### config.mk
export PLATFORM = sky130hd
export DESIGN_NAME = min_pair_merger_flat
export DESIGN_NICKNAME = d
export VERILOG_FILES = /design/src/rtl/min_pair_merger_if.sv /design/src/rtl/min_pair_merger.sv /design/src/flat_wrapper.sv
export SDC_FILE = /design/constraint.sdc
export NUM_CORES = 1
export LEC_CHECK = 0
export CORE_MARGIN = 4
export CORE_UTILIZATION = 35
export CTS_CLUSTER_DIAMETER = 150
export CTS_CLUSTER_SIZE = 28
export DETAILED_ROUTE_END_ITERATION = 16
export PLACE_DENSITY = 0.62
export RECOVER_POWER = 50
export SYNTH_ARGS = -nofsm -noshare
export SYNTH_HDL_FRONTEND = slang
export SYNTH_SLANG_ARGS = --single-unit
### constraint.sdc
create_clock -name clk -period 3.5 [get_ports clk]
set_input_delay 0.7 -clock clk [delete_from_list [all_inputs] [get_ports clk]]
set_output_delay 0.7 -clock clk [all_outputs]
set_load 0.005 [all_outputs]
### src/rtl/min_pair_merger_if.sv
// Handshake bundle between the rank-order sorter, the min-pair merger and the
// row-result consumer.
interface min_pair_merger_if #(
    parameter int WIDTH      = 4,
    parameter int MAX_GROUPS = 8
);
    localparam int GW = $clog2(MAX_GROUPS);

    logic             in_valid;
    logic             in_ready;
    logic [WIDTH-1:0] in_min0;
    logic [WIDTH-1:0] in_min1;
    logic             in_sign;
    logic             in_last;

    logic             out_valid;
    logic             out_ready;
    logic [WIDTH-1:0] out_min1;
    logic [WIDTH-1:0] out_min2;
    logic [GW-1:0]    out_min1_grp;
    logic             out_sign;
    logic [GW:0]      out_ngrp;
    logic             out_err;

    modport slave (
        input  in_valid, in_min0, in_min1, in_sign, in_last, out_ready,
        output in_ready, out_valid, out_min1, out_min2, out_min1_grp,
               out_sign, out_ngrp, out_err
    );

    modport master (
        output in_valid, in_min0, in_min1, in_sign, in_last, out_ready,
        input  in_ready, out_valid, out_min1, out_min2, out_min1_grp,
               out_sign, out_ngrp, out_err
    );
endinterface

### src/rtl/min_pair_merger.sv
// Folds per-group (min, second-min) pairs into one running pair per check-node
// row and presents a registered, offset-corrected row result.
module min_pair_merger #(
    parameter int WIDTH      = 4,
    parameter int MAX_GROUPS = 8,
    parameter int OFFSET     = 0
) (
    input  logic               clk,
    input  logic               rst_n,
    min_pair_merger_if.slave   bus
);
    localparam int GW = $clog2(MAX_GROUPS);
    localparam logic [GW:0]    CNT_TRUNC = (GW+1)'(MAX_GROUPS - 1);
    localparam logic [WIDTH:0] OFF_W     = (WIDTH+1)'(OFFSET);

    typedef enum logic { ACC = 1'b0, HOLD = 1'b1 } state_t;

    state_t r_state, w_state_nxt;

    logic [WIDTH-1:0] r_acc1, r_acc2;
    logic [GW-1:0]    r_acc_grp;
    logic             r_acc_sign;
    logic [GW:0]      r_cnt;

    logic [WIDTH-1:0] r_out_min1, r_out_min2;
    logic [GW-1:0]    r_out_grp;
    logic             r_out_sign;
    logic [GW:0]      r_out_ngrp;
    logic             r_out_err;

    logic             w_xfer, w_trunc, w_done;
    logic [WIDTH-1:0] w_m1, w_m2;
    logic [GW-1:0]    w_grp;
    logic             w_sign;
    logic [GW:0]      w_cnt;

    function automatic logic [WIDTH-1:0] f_sat(input logic [WIDTH-1:0] v);
        return ({1'b0, v} > OFF_W) ? WIDTH'({1'b0, v} - OFF_W) : '0;
    endfunction

    assign bus.in_ready = (r_state == ACC) | bus.out_ready;
    assign w_xfer       = bus.in_valid & bus.in_ready;
    assign w_trunc      = w_xfer & ~bus.in_last & (r_cnt == CNT_TRUNC);
    assign w_done       = w_xfer & (bus.in_last | (r_cnt == CNT_TRUNC));

    // r_cnt == 0 marks "no row in progress": the group loads rather than merges.
    always_comb begin
        w_m1   = r_acc1;
        w_m2   = r_acc2;
        w_grp  = r_acc_grp;
        w_sign = r_acc_sign ^ bus.in_sign;
        w_cnt  = r_cnt + 1'b1;
        if (r_cnt == '0) begin
            w_m1   = bus.in_min0;
            w_m2   = bus.in_min1;
            w_grp  = '0;
            w_sign = bus.in_sign;
        end else if (bus.in_min0 < r_acc1) begin
            w_m1  = bus.in_min0;
            w_grp = r_cnt[GW-1:0];
            w_m2  = (r_acc1 < bus.in_min1) ? r_acc1 : bus.in_min1;
        end else if (bus.in_min0 < r_acc2) begin
            w_m2 = bus.in_min0;
        end
    end

    always_comb begin
        w_state_nxt = r_state;
        case (r_state)
            ACC:  if (w_done) w_state_nxt = HOLD;
            HOLD: if (w_done)             w_state_nxt = HOLD;
                  else if (bus.out_ready) w_state_nxt = ACC;
            default: w_state_nxt = ACC;
        endcase
    end

    always_ff @(posedge clk or negedge rst_n) begin
        if (!rst_n) r_state <= ACC;
        else        r_state <= w_state_nxt;
    end

    always_ff @(posedge clk or negedge rst_n) begin
        if (!rst_n) begin
            r_acc1     <= '0;
            r_acc2     <= '0;
            r_acc_grp  <= '0;
            r_acc_sign <= 1'b0;
            r_cnt      <= '0;
        end else if (w_done) begin
            r_cnt <= '0;
        end else if (w_xfer) begin
            r_acc1     <= w_m1;
            r_acc2     <= w_m2;
            r_acc_grp  <= w_grp;
            r_acc_sign <= w_sign;
            r_cnt      <= w_cnt;
        end
    end

    always_ff @(posedge clk or negedge rst_n) begin
        if (!rst_n) begin
            r_out_min1 <= '0;
            r_out_min2 <= '0;
            r_out_grp  <= '0;
            r_out_sign <= 1'b0;
            r_out_ngrp <= '0;
            r_out_err  <= 1'b0;
        end else if (w_done) begin
            r_out_min1 <= f_sat(w_m1);
            r_out_min2 <= f_sat(w_m2);
            r_out_grp  <= w_grp;
            r_out_sign <= w_sign;
            r_out_ngrp <= w_cnt;
            r_out_err  <= w_trunc;
        end
    end

    assign bus.out_valid    = (r_state == HOLD);
    assign bus.out_min1     = r_out_min1;
    assign bus.out_min2     = r_out_min2;
    assign bus.out_min1_grp = r_out_grp;
    assign bus.out_sign     = r_out_sign;
    assign bus.out_ngrp     = r_out_ngrp;
    assign bus.out_err      = r_out_err;
endmodule

### src/flat_wrapper.sv
// flat-port wrapper written by rule: the top's interface ports become plain ports
module min_pair_merger_flat 
#(
    parameter int WIDTH      = 4,
    parameter int MAX_GROUPS = 8,
    parameter int OFFSET     = 0
)
  (clk, rst_n, bus_in_valid, bus_in_min0, bus_in_min1, bus_in_sign, bus_in_last, bus_out_ready, bus_in_ready, bus_out_valid, bus_out_min1, bus_out_min2, bus_out_min1_grp, bus_out_sign, bus_out_ngrp, bus_out_err);
  min_pair_merger_if #(.WIDTH(WIDTH), .MAX_GROUPS(MAX_GROUPS)) bus_i ();
  input  logic clk;
  input  logic rst_n;
  input wire logic [$bits(bus_i.in_valid)-1:0] bus_in_valid;
  input wire logic [$bits(bus_i.in_min0)-1:0] bus_in_min0;
  input wire logic [$bits(bus_i.in_min1)-1:0] bus_in_min1;
  input wire logic [$bits(bus_i.in_sign)-1:0] bus_in_sign;
  input wire logic [$bits(bus_i.in_last)-1:0] bus_in_last;
  input wire logic [$bits(bus_i.out_ready)-1:0] bus_out_ready;
  output wire logic [$bits(bus_i.in_ready)-1:0] bus_in_ready;
  output wire logic [$bits(bus_i.out_valid)-1:0] bus_out_valid;
  output wire logic [$bits(bus_i.out_min1)-1:0] bus_out_min1;
  output wire logic [$bits(bus_i.out_min2)-1:0] bus_out_min2;
  output wire logic [$bits(bus_i.out_min1_grp)-1:0] bus_out_min1_grp;
  output wire logic [$bits(bus_i.out_sign)-1:0] bus_out_sign;
  output wire logic [$bits(bus_i.out_ngrp)-1:0] bus_out_ngrp;
  output wire logic [$bits(bus_i.out_err)-1:0] bus_out_err;
  assign bus_i.in_valid = bus_in_valid;
  assign bus_i.in_min0 = bus_in_min0;
  assign bus_i.in_min1 = bus_in_min1;
  assign bus_i.in_sign = bus_in_sign;
  assign bus_i.in_last = bus_in_last;
  assign bus_i.out_ready = bus_out_ready;
  assign bus_in_ready = bus_i.in_ready;
  assign bus_out_valid = bus_i.out_valid;
  assign bus_out_min1 = bus_i.out_min1;
  assign bus_out_min2 = bus_i.out_min2;
  assign bus_out_min1_grp = bus_i.out_min1_grp;
  assign bus_out_sign = bus_i.out_sign;
  assign bus_out_ngrp = bus_i.out_ngrp;
  assign bus_out_err = bus_i.out_err;
  min_pair_merger #(.WIDTH(WIDTH), .MAX_GROUPS(MAX_GROUPS), .OFFSET(OFFSET)) u_core (.clk(clk), .rst_n(rst_n), .bus(bus_i));
endmodule
==> results of run 1 <==
## sequential cells by signal, summed over array words and instances (netlist names)
register                 count
u_core.bus.out_min2          4
u_core.r_acc2                4
u_core.r_cnt                 4
u_core.bus.out_ngrp          4
u_core.bus.out_min1          4
u_core.bus.out_min1_grp      3
u_core.r_acc1                4
u_core.r_acc_grp             3
u_core.r_acc_sign            1
u_core.bus.out_err           1
u_core.bus.out_sign          1
u_core.bus.out_valid         1
## cell type report
cell class | count | area share
clock inverter | 1 | 0.00203
clock buffer | 7 | 0.0351
timing repair buffer | 35 | 0.138
multi-input combinational | 144 | 0.426
sequential | 34 | 0.346
inverter | 11 | 0.0168
tap | 72 | 0.0366
## critical path, stage by stage
cell,delay [ns]
clkdlybuf4s50_1,0.52
ha_1,0.37
a2111oi_4,0.39
nor2_2,0.19
o31ai_4,0.37
nand2_2,0.11
o221a_1,0.25
## report_power, final
part / internal, mW / switching [mW] / leakage (nW) / total (mW)
clock network: 0.159 / 0.148 / 0.0482 / 0.306
registers: 0.504 / 0.0885 / 0.432 / 0.593
logic: 0.321 / 0.322 / 0.614 / 0.644
## metal layers
layer / up-vias / routed length, µm
li1: 772 / -
met1: 705 / 2110
met2: 24 / 2020
met3: 5 / 138
met4: 0 / 65
met5: - / 0
## Yosys cell counts, types with 2 or more instances
cell type,instances,area [µm²]
a2111oi_4,2,55.1
a211o_1,3,26.3
a21boi_1,2,15.0
a21o_1,2,15.0
a21oi_1,5,25.0
a22o_1,3,26.3
clkbuf_1,5,18.8
dfrtp_1,34,851
ha_1,14,175
inv_1,11,41.3
mux2_1,2,22.5
mux2_2,2,22.5
mux2i_1,9,90.1
nand2_1,23,86.3
nand2_2,2,12.5
nand2b_1,4,25.0
nand3_1,5,25.0
nor2_1,9,33.8
nor3_1,9,45.0
o21a_1,2,15.0
o21ai_0,22,110
o221a_1,3,33.8
or3_1,2,12.5
xor2_1,2,17.5
## worst paths after layout
| path | slack, ns | endpoint | depth (start not counted) |
|---|---|---|---|
| max | 0.79 | u_core.r_acc2[2] | 7 |
| min | 0.48 | u_core.bus.out_min1[1] | 2 |
| max reg2reg | 1.26 | u_core.r_acc1[0] | 6 |
| min reg2reg | 0.48 | u_core.bus.out_min1[1] | 2 |
| max in group asynchronous | 1.00 | u_core.bus.out_min2[2] | 2 |
| min in group asynchronous | 1.44 | u_core.bus.out_valid | 2 |
## cells by family (layout without fill, tap and decap cells)
| logic type | count (synthesis) | count (layout) | synth area share |
|---|---|---|---|
| and+or+nand+nor | 63 | 63 | 0.163 |
| AOI/OAI and AO/OA | 51 | 51 | 0.196 |
| DFF | 34 | 34 | 0.432 |
| buffers and inverters | 18 | 54 | 0.0369 |
| adders and majority gates | 14 | 14 | 0.0890 |
| muxes | 13 | 13 | 0.0687 |
| xor gates and xnor gates | 3 | 3 | 0.0134 |
==> impl_results.md, run 1 <==
* Top_reg_cell synth: dfrtp_1
* Final hold slack at 0.476 ns
* HP Start: u_core.bus.out_min1[1]
* TritonCTS clock tree: yes
* Hold Vio Cnt, Final at 0
* Ports at 33
* PwrDens at 627 nW/µm²
* RSZ-0062 raised after global routing: false
* Initial DRC count at 73
* Detailed Place HPWL at 3190 µm
* Clock buffer depth at 2
* GPL Wtd Cong at 0.791
* Mapped cell area at 1970 µm²
* Worst path arrival time at 2.89 ns
* Setup WS pre-CTS at 0.477 ns
* Failing checks: capacitance limit, slew limit
* Worst-path maximum fanout at 7
* Placed cells at 296
* Max_cap viols at 1
* CTS resizes at 0
* Fin util at 0.450
* Outcome: finished, violations left
* Register area at 851 µm²
* Largest net degree at the start of global routing at 35
* DRT Pass-1 Iters at 5
* Synthesized flop and latch total at 34
* Grt met1 use at 0.174
* Power Total at 1.54 mW
* Leakage power at 1.09 nW
* Final critical-path required period at 2.71 ns
* Area Growth Syn to Fin at 25.0%
* Commonest non-fill, non-tap cell in the layout: dfrtp_1
* Syn nets at 224
* Post-DR vias/cell at 4.95
* Core Area at 5470 µm²
* Synth async-reset ratio at 1.00
* # rows at 27
* Crit Path Class: in2reg
* Crit start category: primary input
* CTS Hold Bufs at 0
* Post-synth EDFFs at 0
* Drt total wl at 4340 µm
* Met2 Use GR at 0.214
* Hold Crit Class: reg2reg
* Synth Instances at 196
* Max-slew violation count at 35
* FILL cells at 540
* CP required at 3.68 ns
* I/O Buffers at 32
* Initial antenna violation count at 0
* GR Util met3 at 0.0347
* Mapped Avg Cell Area at 10.0 µm²
* Clock insertion delay at the later pin of the skew report at 0.29 ns
* Area of the multi-input gates at 1050 µm²
* Final setup vio count at 0
* First-pass GRT wire length at 7580 µm
* Top Usage Layer GRT: met2
* Fin area at 2460 µm²
* Gr usage total at 0.135
* Initial Utilization at 0.360
* Fmax at 0.368 GHz
* GRT overflow at 0
* Clock sinks at 34
* Placed cell areas at 2370 µm²
* Synthesis Warnings at 0
* Via count at 1506
* Post-CTS Setup Inserts at 0
* Htree depth at 2
* Post-synthesis sequential area ratio at 0.432
* Unique cell type count in the Yosys netlist at 43
* Max VDD drop at 0.201 mV
* Worst-margin pin slew at 1.84 ns
* Final WS setup at 0.786 ns
* Worst setup path startpoint: bus_in_min0[1]
* Ratio of cells with drive above 1 in the final layout at 0.0905
* Die area at 6890 µm²
* Root Buffer: clkbuf_8
* R2r startpoint: u_core.r_cnt[0]
* Setup clock skew after layout at 0.00365 ns
* Post-layout net count at 259
* Period utilization at 0.775
* Wirelength per Cell at 14.3 µm
* Non-filler instance count after layout at 304
* Cts bufs inserted at 5
* Slew HR at -0.226
* Die width at 83.0 µm
* Clk slew on worst S/H paths at 0.07 ns
* Fin Setup TNS at 0 ns
* DRC Markers at 0
* Crit end category: register
* Chip height at 83.0 µm
* Vias in the first global route at 1561
* Antenna-violating nets left at 0
* Antenna diode count at 0
* Most frequent cells in the layout: dfrtp_1 (34), clkdlybuf4s50_1 (24), nand2_1 (23), o21ai_0 (21), ha_1 (14)
Power figures use the tool's default switching activity.
==> inputs of run 2 (changes only) <==
==> constraint.sdc (replaced) <==
create_clock -name clk -period 2.8 [get_ports clk]
set_input_delay 0.56 -clock clk [delete_from_list [all_inputs] [get_ports clk]]
set_output_delay 0.56 -clock clk [all_outputs]
set_load 0.005 [all_outputs]
==> impl_results.md, run 2 (same netlist as run 1, synthesis figures left out) <==
* Period utilization at 0.901
* Post-CTS Setup Inserts at 0
* GRT overflow at 0
* Root Buffer: clkbuf_8
* Leakage power at 1.15 nW
* Initial DRC count at 69
* DRC Markers at 0
* GPL Wtd Cong at 0.766
* DRT Pass-1 Iters at 4
* Final setup vio count at 0
* Die area at 6890 µm²
* Clock insertion delay at the later pin of the skew report at 0.29 ns
* Crit Path Class: in2reg
* Clock buffer depth at 2
* PwrDens at 798 nW/µm²
* Max_cap viols at 0
* Outcome: complete, no violations
* Htree depth at 2
* Worst path max stage delay at 0.53 ns
* RSZ-0062 raised after global routing: false
* Antenna diode count at 0
* CTS resizes at 0
* CTS Hold Bufs at 0
* Final WS setup at 0.277 ns
* Fin area at 2550 µm²
* CP delay by family, top: compound AO/OA/AOI/OAI gates
* Wirelength per Cell at 14.2 µm
* Crit end category: register
* Detailed Place HPWL at 3270 µm
* CP required at 3.02 ns
* Initial Utilization at 0.360
* Vias in the first global route at 1579
* Die width at 83.0 µm
* Setup clock skew after layout at 0.00628 ns
* TritonCTS clock tree: yes
* First-pass GRT wire length at 7770 µm
* Max VDD drop at 0.268 mV
* Area Growth Syn to Fin at 29.4%
* Largest net degree at the start of global routing at 35
* Worst-path maximum fanout at 7
* Worst path arrival time at 2.74 ns
* Final critical-path required period at 2.52 ns
* Drt total wl at 4430 µm
* Buf/Inv on CP at 2
* Via count at 1547
* Clock sinks at 34
* Most frequent cells in the layout: dfrtp_1 (34), clkdlybuf4s50_1 (24), nand2_1 (23), o21ai_0 (21), ha_1 (14)
* Post-layout net count at 268
* Max-slew violation count at 0
* I/O Buffers at 32
* Ports at 33
* Core Area at 5470 µm²
* Slew HR at 0.421
* Worst-margin pin slew at 0.868 ns
* # rows at 27
* Placed cell areas at 2440 µm²
* Post-DR vias/cell at 4.94
* Initial antenna violation count at 0
* Hold Crit Class: reg2reg
* Fmax at 0.396 GHz
* Antenna-violating nets left at 0
* Critical path's slowest cell: a2111oi_0
* Clk slew on worst S/H paths at 0.07 ns
* CP Cell Sequence: clkdlybuf4s50_1, buf_4, ha_1, a2111oi_0, nor3_2, a21oi_1, o221a_1
* Chip height at 83.0 µm
* Crit start category: primary input
* Commonest non-fill, non-tap cell in the layout: dfrtp_1
* Cts bufs inserted at 5
* Setup WS pre-CTS at -0.00540 ns
* Hold Vio Cnt, Final at 0
* Gr usage total at 0.138
* Ratio of cells with drive above 1 in the final layout at 0.133
## run 2: cell types whose count changed in the layout (fill, tap and decap cells not counted)
cell       delta
clkbuf_2      +1
clkbuf_8      -1
clkinv_2      +1
clkbuf_1      -2
buf_4         +9
bufinv_16     +1
## run 2: layout make-up
cell class | count | area (µm²)
Clock buffer | 5 | 68.8
Clock inverter | 3 | 40.0
Fill cell | 555 | 2930
Inverter | 11 | 41.3
Multi-Input combinational cell | 144 | 1050
Sequential cell | 34 | 851
Tap cell | 72 | 90.1
Timing Repair Buffer | 44 | 408
## run 2: through the flow
stage	util	TNS, ns	hold WS [ns]	std cells	total power, mW
floorplan	-	0	0.264	196	1.27
global placement	0.446	0	0.464	305	1.60
detailed placement	0.446	-0.00869	0.470	305	1.62
CTS	0.466	0	0.487	313	2.08
global route	0.465	0	0.492	313	2.19
finish	0.465	0	0.471	313	2.03
## run 2: worst paths after layout
check | end | slack (ns) | cells past startpoint | startpoint
setup / recovery | u_core.r_acc2[2] | 0.28 | 7 | bus_in_min0[1]
hold / removal | u_core.bus.out_min1[0] | 0.47 | 2 | u_core.bus.out_min1[0]
setup reg to reg | u_core.bus.out_min2[0] | 0.61 | 7 | u_core.r_cnt[0]
hold reg to reg | u_core.bus.out_min1[0] | 0.47 | 2 | u_core.bus.out_min1[0]
max in group asynchronous | u_core.r_acc1[2] | 1.35 | 2 | rst_n
min in group asynchronous | u_core.bus.out_ngrp[3] | 0.91 | 2 | rst_n
## run 2: report_power, final
group | total [mW] | internal (mW) | switching [mW]
Sequential | 0.738 | 0.630 | 0.108
Clock | 0.443 | 0.262 | 0.181
Combinational | 0.852 | 0.438 | 0.414
Total | 2.03 | 1.33 | 0.703
## run 2: tightest hold or removal path: stages (launching register included)
cell,delay (ns)
dfrtp_1,0.34
nand2_1,0.04
o21ai_0,0.05
## run 2: metal layers
metal	routed length (µm)	part of all wire	track usage	vias up
met4	58	0.013	0.0416	0
li1	-	-	-	789
met1	2130	0.48	0.190	721
met2	2080	0.47	0.214	32
met5	0	0	0	-
met3	168	0.038	0.0357	5
==> inputs of run 3 (changes only) <==
--- a/config.mk
+++ b/config.mk
@@ -8,7 +8,6 @@
 export CORE_MARGIN = 4
 export CORE_UTILIZATION = 35
 export CTS_CLUSTER_DIAMETER = 150
-export CTS_CLUSTER_SIZE = 28
 export DETAILED_ROUTE_END_ITERATION = 16
 export PLACE_DENSITY = 0.62
 export RECOVER_POWER = 50
==> results of run 3 <==
Final layout, timing and power as in run 2 (identical DEF).
